==> src/rtl/seq_mult_ctrl.sv <==
// rtl/seq_mult_ctrl.sv - sequencer for the signed shift-add multiplier datapath
module seq_mult_ctrl #(
  parameter int WIDTH = 8,
  parameter int CNT_W = $clog2(WIDTH + 1)
) (
  input  logic             clk,
  input  logic             rst,
  input  logic             start,
  input  logic             sign_a,
  input  logic             sign_b,
  input  logic             mplr_lsb,
  input  logic             mplr_zero,
  output logic             load,
  output logic             add_en,
  output logic             shift_en,
  output logic             neg_en,
  output logic             busy,
  output logic             done,
  output logic [CNT_W-1:0] iter_cnt
);

  typedef enum logic [2:0] {
    S_IDLE = 3'd0,
    S_LOAD = 3'd1,
    S_ITER = 3'd2,
    S_SIGN = 3'd3,
    S_DONE = 3'd4
  } state_e;

  state_e           state_q;
  logic [CNT_W-1:0] iter_cnt_q;
  logic [CNT_W-1:0] iter_cnt_d;
  logic             sign_diff_q;
  logic             load_q;
  logic             busy_q;
  logic             neg_q;
  logic             done_q;
  logic             in_iter;

  assign iter_cnt_d = iter_cnt_q - CNT_W'(1);

  always_ff @(posedge clk) begin
    if (rst) begin
      state_q     <= S_IDLE;
      iter_cnt_q  <= '0;
      sign_diff_q <= 1'b0;
      load_q      <= 1'b0;
      busy_q      <= 1'b0;
      neg_q       <= 1'b0;
      done_q      <= 1'b0;
    end else begin
      case (state_q)
        S_IDLE: begin
          if (start) begin
            state_q <= S_LOAD;
            load_q  <= 1'b1;
            busy_q  <= 1'b1;
          end
        end
        S_LOAD: begin
          state_q     <= S_ITER;
          load_q      <= 1'b0;
          sign_diff_q <= sign_a ^ sign_b;
          iter_cnt_q  <= CNT_W'(WIDTH);
        end
        S_ITER: begin
          // A zero multiplier ends the loop without consuming an iteration.
          if (mplr_zero) begin
            state_q <= S_SIGN;
            neg_q   <= sign_diff_q;
          end else begin
            iter_cnt_q <= iter_cnt_d;
            if (iter_cnt_q == CNT_W'(1)) begin
              state_q <= S_SIGN;
              neg_q   <= sign_diff_q;
            end
          end
        end
        S_SIGN: begin
          state_q <= S_DONE;
          neg_q   <= 1'b0;
          done_q  <= 1'b1;
        end
        S_DONE: begin
          state_q <= S_IDLE;
          done_q  <= 1'b0;
          busy_q  <= 1'b0;
        end
        default: begin
          state_q <= S_IDLE;
          load_q  <= 1'b0;
          busy_q  <= 1'b0;
          neg_q   <= 1'b0;
          done_q  <= 1'b0;
        end
      endcase
    end
  end

  // add/shift follow the live multiplier bits, so they stay combinational.
  assign in_iter  = (state_q == S_ITER);
  assign shift_en = in_iter & ~mplr_zero;
  assign add_en   = in_iter & ~mplr_zero & mplr_lsb;

  assign load     = load_q;
  assign busy     = busy_q;
  assign neg_en   = neg_q;
  assign done     = done_q;
  assign iter_cnt = iter_cnt_q;

endmodule

==> config.mk <==
export PLATFORM = sky130hd
export DESIGN_NAME = seq_mult_ctrl
export DESIGN_NICKNAME = d
export VERILOG_FILES = /design/src/rtl/seq_mult_ctrl.sv
export SDC_FILE = /design/constraint.sdc
export NUM_CORES = 1
export LEC_CHECK = 0
export ABC_AREA = 1
export CAP_MARGIN = 20
export CORE_MARGIN = 2
export CORE_UTILIZATION = 40
export DETAILED_ROUTE_END_ITERATION = 12
export GPL_ROUTABILITY_DRIVEN = 0
export PLACE_DENSITY_LB_ADDON = 0.05
export SLEW_MARGIN = 30
export SYNTH_ARGS = -nofsm -noshare
export SYNTH_HDL_FRONTEND = slang
export SYNTH_SLANG_ARGS = --single-unit
export TNS_END_PERCENT = 10
==> constraint.sdc <==
create_clock -name clk -period 1.2 [get_ports clk]
set_input_delay 0.24 -clock clk [delete_from_list [all_inputs] [get_ports clk]]
set_output_delay 0.24 -clock clk [all_outputs]
set_load 0.02 [all_outputs]
Word level (Yosys, flattened, before mapping)
Index checks and enable logic that the tools add are counted.
Widths: inputs -> output; s select.
{"block": "word_totals", "register_bits": 12, "inputBits": 7, "output_inout_bits": 10, "elab_cells": 47}
{"block": "op_classes", "addsub": 1, "n_eq_ne": 8, "muxes": 13, "n_bitwise": 7, "reduce_logical": 11}
{"cell": "$pmux 3 s4", "count": 1}
{"cell": "$reduce_or 3->1", "count": 4}
{"cell": "$reduce_and 2->1", "count": 5}
{"cell": "$mux 3", "count": 3}
{"cell": "$pmux 1 s2", "count": 4}
{"cell": "$pmux 4 s2", "count": 1}
{"cell": "$eq 3x2->1 const B", "count": 2}
{"cell": "$eq 4x1->1 const B", "count": 1}
{"cell": "$mux 4", "count": 1}
{"cell": "$ne 2x2->1 const B", "count": 2}
{"cell": "$not 1->1", "count": 4}
{"cell": "$sub 4x1->4 const B", "count": 1}
{"cell": "$eq 3x1->1 const B", "count": 1}
{"cell": "$eq 3x3->1 const B", "count": 1}
{"cell": "$logic_not 3->1", "count": 1}
{"cell": "$mux 1", "count": 3}
{"cell": "$ne 3x2->1 const B", "count": 1}
{"cell": "$and 1x1->1", "count": 2}
{"cell": "$reduce_bool 2->1", "count": 1}
{"cell": "$xor 1x1->1", "count": 1}

Longest topological paths before layout
Gate-level depths: netlist of run 1.
{"block": "depth", "depth_word": 4, "depth_mapped": 7, "depth_no_buf": 7}

Least setup slack after synthesis of run 1
Ideal clock, no wire load.
{"block": "synth_path", "path_kind": "register to register", "start": "register iter_cnt_q[0] (netlist: iter_cnt[0])", "end": "register iter_cnt_q[1] (netlist: iter_cnt[1])", "setup_time_ps": 70, "arrival_time_ps": 1166, "required_ps": 1130, "setup_slack_ps": -36, "stages_incl_launch_ff": 5, "n_path_buf": 0, "period_less_slack_ps": 1236, "cell_sequence": "dfxtp_1 -> inv_1 -> ha_1 -> or2_0 -> a21oi_1"}
{"block": "synth_between", "elab_chain_cells": 3}
{"element": "start, declared", "line_no": "31", "rtl": "logic [CNT_W-1:0] iter_cnt_q;"}
{"element": "start signal, assigned", "line_no": "64", "rtl": "iter_cnt_q <= CNT_W'(WIDTH);"}
{"element": "start signal, assigned", "line_no": "72", "rtl": "iter_cnt_q <= iter_cnt_d;"}
{"element": "$sub 4x1->4", "line_no": "40", "rtl": "assign iter_cnt_d = iter_cnt_q - CNT_W'(1);"}
{"element": "$mux 4", "line_no": "68", "rtl": "if (mplr_zero) begin"}
{"element": "$pmux 4 s2", "line_no": "52", "rtl": "case (state_q)"}
Every way passes these cells. The select of a mux whose other input is x is not followed.
A chain may end at the register's enable or synchronous reset.

Worst setup path in the final report of run 1
{"block": "layout_path", "start": "register state_q[2]", "end": "output add_en"}
{"block": "layout_between", "elab_chain_cells": 3}
{"element": "start, declared", "line_no": "30", "rtl": "state_e state_q;"}
{"element": "start signal, assigned", "line_no": "44", "rtl": "state_q <= S_IDLE;"}
{"element": "start signal, assigned", "line_no": "55", "rtl": "state_q <= S_LOAD;"}
{"element": "start signal, assigned", "line_no": "61", "rtl": "state_q <= S_ITER;"}
{"element": "$eq 3x2->1", "line_no": "101", "rtl": "assign in_iter = (state_q == S_ITER);"}
{"element": "$and 1x1->1 (2 in a row)", "line_no": "103", "rtl": "assign add_en = in_iter & ~mplr_zero & mplr_lsb;"}
{"element": "end, declared", "line_no": "14", "rtl": "output logic add_en,"}
Every way passes these cells.

==> flow_metrics.tcl, run 1 <==
set metrics [dict create \
    status "finished, violations left" \
    violations "setup timing" \
    synth_cells 81 \
    synth-warning-count 0 \
    place_hpwl_um 1060 \
    power_uw 1080 \
    clock-sinks 12 \
    grt_pass1_vias 577 \
    reg2reg_from "state_q[2]$_SDFFE_PP0P_" \
    seq_area_frac_synth_pct 40.7 \
    cpPeakStageDelay_ns 0.33 \
    syn-num-nets 90 \
    r2r-end "neg_en$_SDFFE_PP0P_" \
    root_buffer "clkbuf_4" \
    cap_violations 0 \
    grt-ovfl-total 0 \
    drt_wl_total_um 1430 \
    wire_per_inst_um 11.0 \
    min_to "load$_SDFFE_PP0P_" \
    rsz0062_at_grt "true" \
    max-slew-margin-rel_pct 86.7 \
    num_io_pins 17 \
    antenna_found_initial 0 \
    syn_avg_cell_area_um2 7.29 \
    die_x_um 42.4 \
    clkSlewWorstSetupHoldPaths_ns 0.08 \
    path_class "register to primary output" \
    layout_common_cells "buf_4 (14), inv_1 (11), nand2_1 (11)" \
    min-delay-start "load$_SDFFE_PP0P_" \
    viasPerCell 4.88 \
    r2r_cells 9 \
    crit_path_max_fanout 3 \
    multiInputGateArea_um2 319 \
    regToRegSetupSlack_ns -0.04 \
    yosys_register_bits 12 \
    num_vias 634 \
    yosys.area.top_type "dfxtp_1" \
    synth_cell_types 20 \
    fin_crit_ns 1.38 \
    synthToLayoutAreaGrowth_pct 56.8 \
    worst_setup_path_end_kind "primary output" \
    io_buffers 16 \
    finalSetupViolations 4 \
    setup_ws_ns -0.184 \
    drt_iter0_markers 20 \
    num_rows 13 \
    clk_latency_ns 0.28 \
    ant_nets 0 \
    grt_max_degree 8 \
    die_area_um2 1800 \
    seqCellArea_um2 245 \
    first_pass_iters 5 \
    drc_errors 0 \
    nFillCells 120 \
    holdCritPathClass "register to register" \
    cts_tree "done" \
    timing.fmax_mhz 723 \
    hold_viol 0 \
    critical_path_required_ns 0.96 \
    grt_usage_pct 17.5 \
    synthTopCellsByArea "dfxtp_1 (41%), inv_1 (8.3%), nand2_1 (7.0%)" \
    fin_util_pct 69.4 \
    dp_cells 125 \
    diodes 0 \
    drive_gt1_share_pct 35.7 \
    final_common_cell "buf_4" \
    post-route-period-util_pct 115 \
    worst_ep_arrival_time_ns 1.14 \
    tightest_slew_ns 0.201 \
    cts_buffers 3 \
    die_h_um 42.4 \
    startpoint_type "register" \
    finalNonFillerCells 130 \
    slew_violations 0 \
    syn_area_um2 591 \
    core-area_um2 1330 \
    path_cells "inv_2, nand2_4, nor2_4, nand2_4, nor2_4, buf_6" \
    synth_top_area_share_pct 40.7 \
    cp_slowest_cell "dfxtp_2" \
    start_util_pct 44.3 \
    htreeDepth 1 \
    clockBufferDepth 2 \
    finalClockSkew_ns 0.00623 \
    power.density_nw_per_um2 1160 \
    holdPathStages 2 \
    layout.nets 125 \
    grt_first_pass_wirelength_um 2330 \
    whs_ns 0.455 \
    vdd_drop_max_uv 525 \
    p_leak_uw 0.000443 \
]
## registers in the layout, summed over array words and instances (netlist names)
register     cells
load             1
sign_diff_q      1
done             1
iter_cnt         4
neg_en           1
state_q          3
busy             1
## through the flow
step | instance area (um^2) | setup WS [ns] | setup TNS [ns]
6_report | 926 | -0.184 | -0.378
5_1_grt | 926 | -0.245 | -0.899
4_1_cts | 910 | -0.212 | -0.379
3_5_place_dp | 872 | -0.555 | -1.49
3_3_place_gp | 872 | -0.523 | -1.39
2_1_floorplan | 592 | -0.0348 | -0.0348
## worst max-delay path by stage
stage                                       start  depth (start not counted)  endpoint  slack [ns]
after floorplan           state_q[1]$_SDFFE_PP0P_                          4    add_en       -0.03
after global placement                  mplr_zero                          5    add_en       -0.52
after detailed placement                mplr_zero                          5    add_en       -0.56
after CTS                 state_q[2]$_SDFFE_PP0P_                          6    add_en       -0.21
after global routing      state_q[2]$_SDFFE_PP0P_                          6    add_en       -0.25
final                     state_q[2]$_SDFFE_PP0P_                          6    add_en       -0.18
## power by group
part | leakage, uW | total (uW) | internal (uW) | switching [uW]
registers | 0.0000998 | 451 | 430 | 20.8
clock network | 0.0000210 | 330 | 185 | 145
logic | 0.000323 | 297 | 142 | 154
total | 0.000443 | 1080 | 757 | 321
## cell type report
type | count | area share (%)
Multi-Input combinational cell | 54 | 34.5
Timing Repair Buffer | 31 | 27.4
Inverter | 14 | 5.68
Clock buffer | 4 | 3.92
Tap cell | 15 | 2.03
Sequential cell | 12 | 26.5
## routing by layer
layer  track usage, %  vias up  part of all wire, %
met1             20.6      279                   43
met5                0        -                    0
met4             11.3        0                  1.9
met3             2.59        4                  6.4
met2             29.2       26                   49
li1                 -      325                    -
## worst max-delay path, delay by kind of cell, from the launching register on
family        cells  cell delay [ns]
buf+inv           2             0.19
flops             1             0.33
simple gates      4             0.35
## Yosys cell counts
master and instances:
o211ai_1 1, nor2_4 1, xor2_1 1, nor3_1 1, inv_1 13, o21ai_0 5
nand2_1 11, nand3_1 8, nor3_2 1, xnor2_1 1, nand3b_1 1, a21oi_1 8
clkbuf_1 1, nor2_1 9, or2_0 1, ha_1 2, dfxtp_1 12, nand2_2 2
nand2_4 1, inv_2 1
## logic make-up after synthesis
group	Yosys count	share of synthesized area [%]
AO/OA/AOI/OAI	14	12.3
XOR/XNOR	2	2.97
adder cells (fa/ha/maj)	2	4.24
buffers and inverters	15	9.53
flip-flops	12	40.7
AND/OR/NAND/NOR	36	30.3
## repair_timing
action                     in CTS  in global routing
resized for setup              25                 20
setup buffers                   0                  1
setup endpoints to repair      13                 15
pin swaps                       0                  2
hold buffers                    0                  0
Power figures use the tool's default switching activity.
==> run 2: changes to the inputs <==
--- a/config.mk
+++ b/config.mk
@@ -5,7 +5,6 @@
 export SDC_FILE = /design/constraint.sdc
 export NUM_CORES = 1
 export LEC_CHECK = 0
-export ABC_AREA = 1
 export CAP_MARGIN = 20
 export CORE_MARGIN = 2
 export CORE_UTILIZATION = 40
==> run 2 against run 1 <==
  * The run still ends with setup timing left
  * Area after synthesis shrank 4.4%
  * Via count decreased by 12%
  * Wire length is 2.2% lower
  * Die area down 4.0%
  * Design area decreased by 11%
  * Largest power group unchanged
  * Highest routed layer unchanged
==> flow_metrics.tcl, run 2 <==
set metrics [dict create \
    num_vias 559 \
    violations "setup timing" \
    synth_most_common_cell "dfxtp_1" \
    postCtsHoldBufs 0 \
    drive_gt1_share_pct 36.3 \
    worst_setup_path_end_kind "primary output" \
    synth_flop_cell "dfxtp_1" \
    syn-num-nets 75 \
    finalSetupViolations 8 \
    async_flop_share_pct 0 \
    synth_cell_types 28 \
    io_buffers 16 \
    fin_crit_ns 1.69 \
    cts_buffers 3 \
    drc_errors 0 \
    cp_slowest_cell "or4b_4" \
    timing.fmax_mhz 590 \
    finalClockSkew_ns 0.00279 \
    htreeDepth 1 \
    placed_area_um2 801 \
    die_x_um 41.6 \
    min-delay-start "sign_diff_q$_SDFFE_PP0P_" \
    core-area_um2 1320 \
    antenna_found_initial 0 \
    cpPeakStageDelay_ns 0.54 \
    status "finished, violations left" \
    die_area_um2 1730 \
    viasPerCell 5.27 \
    crit_family "simple AND/OR/NAND/NOR gates" \
    holdCritPathClass "register to register" \
    wire_per_inst_um 13.1 \
    regToRegSetupSlack_ns -0.44 \
    first_pass_iters 4 \
    vdd_drop_max_uv 565 \
    syn_avg_cell_area_um2 8.55 \
    diodes 0 \
    nFillCells 103 \
    crit_path_max_fanout 3 \
    clkSlewWorstSetupHoldPaths_ns 0.07 \
    grt_first_pass_wirelength_um 2210 \
    clock-sinks 12 \
    synthTopCellsByArea "dfxtp_1 (43%), nor3_1 (6.2%), a21oi_1 (4.4%)" \
    layout.nets 102 \
    seq_area_frac_synth_pct 42.6 \
    start_util_pct 42.8 \
    grt-ovfl-total 0 \
    path_buf_inv 2 \
    cp-startpoint "state_q[2]$_SDFFE_PP0P_" \
    dp_cells 103 \
    power.density_nw_per_um2 1250 \
    grt_max_degree 11 \
    path_class "register to primary output" \
    die_h_um 41.6 \
    final_common_cell "buf_4" \
    post_cts_buffers 0 \
    rsz0062_at_grt "true" \
    post-route-period-util_pct 141 \
    yosys.area.top_type "dfxtp_1" \
    path_cells "or4b_4, inv_4, and2_4, buf_6" \
    clk_latency_ns 0.28 \
    synth_cells 66 \
    synth-warning-count 0 \
    ant_nets 0 \
    startpoint_type "register" \
    cap_violations 0 \
    synth_edf_count 0 \
    num_io_pins 17 \
    worst_ep_arrival_time_ns 1.45 \
    clockBufferDepth 2 \
    synthToLayoutAreaGrowth_pct 46.1 \
    yosys_register_bits 12 \
    grt_usage_pct 17.4 \
    setup_ws_ns -0.494 \
    drt_iter0_markers 4 \
    slew_violations 0 \
    largest_reg_flops 4 \
    root_buffer "clkbuf_4" \
    synth_commonest_cells "dfxtp_1 (12), nor3_1 (7), a21oi_1 (5)" \
    layout_common_cells "buf_4 (11), dfxtp_1 (8), nor3_1 (7)" \
    p_leak_uw 0.000357 \
    synth_top_area_share_pct 42.6 \
    num_rows 13 \
    design_area_um2 825 \
    max-slew-margin-rel_pct 75.9 \
    finalNonFillerCells 106 \
    critical_path_required_ns 0.96 \
    syn_area_um2 564 \
    cts_tree "done" \
    hold_viol 0 \
    place_hpwl_um 1020 \
    grt_pass1_vias 483 \
    drt_wl_total_um 1390 \
    reg2reg_from "state_q[2]$_SDFFE_PP0P_" \
    tightest_slew_ns 0.361 \
]
run 2: cell types whose count changed after synthesis, moves of 5 or more:
cell and change:
inv_1 -10, nand2_1 -8, nand3_1 -6, nor3_1 +6
nor2_1 -5
run 2: layout make-up:
cell class / count / area (um^2) / area share [%]
Sequential cell: 12 / 245 / 29.7
Multi-Input combinational cell: 45 / 302 / 36.6
Tap cell: 15 / 18.8 / 2.28
Clock buffer: 3 / 22.5 / 2.73
Timing Repair Buffer: 27 / 219 / 26.6
Inverter: 4 / 17.5 / 2.12
run 2: worst paths after layout:
kind,end,cells past startpoint
setup / recovery,add_en,4
hold / removal,neg_en$_SDFFE_PP0P_,2
setup reg to reg,iter_cnt[2]$_SDFFE_PP0P_,4
hold reg to reg,neg_en$_SDFFE_PP0P_,2
run 2: kinds of logic after synthesis:
group	count (synthesis)	share of synthesized area, %
AOI/OAI and AO/OA	14	15.7
xor gates and xnor gates	2	3.10
adders and majority gates	2	4.43
buffers and inverters	9	7.54
DFF	12	42.6
and+or+nand+nor	27	26.6
run 2: per-layer routing:
layer  vias up  GRT usage (%)  routed length [um]
met5         -              0                   0
met4         0           11.6                  42
met3         5           5.22                  35
met2         9           25.6                 633
met1       265           21.6                 681
li1        280              -                   -
run 2: power by group:
part | internal [uW] | total, uW | switching (uW)
registers | 439 | 462 | 23.1
clock network | 117 | 257 | 140
logic | 153 | 316 | 163
total | 708 | 1030 | 326
run 2: what timing repair did:
item                       CTS  global route
gates resized for setup     31            12
setup endpoints to repair   16            17
pin swaps                    2             2
hold endpoints to repair     0             0
run 2: worst reg2reg max path: stages (launching register included):
cell      delay, ns
dfxtp_2        0.32
or4b_4         0.54
buf_4          0.18
or3_1          0.33
a211oi_2       0.21
run 2: through the flow:
step / hold WS, ns / TNS (ns) / setup WS (ns) / utilization (%) / power (uW)
floorplan: 0.356 / -1.99 / -0.412 / - / 648
global placement: 0.461 / -5.44 / -1.06 / 60.8 / 782
detailed placement: 0.482 / -5.67 / -1.09 / 60.8 / 792
CTS: 0.492 / -2.27 / -0.524 / 63.0 / 1040
global route: 0.525 / -2.36 / -0.535 / 62.6 / 1090
finish: 0.488 / -2.03 / -0.494 / 62.6 / 1030
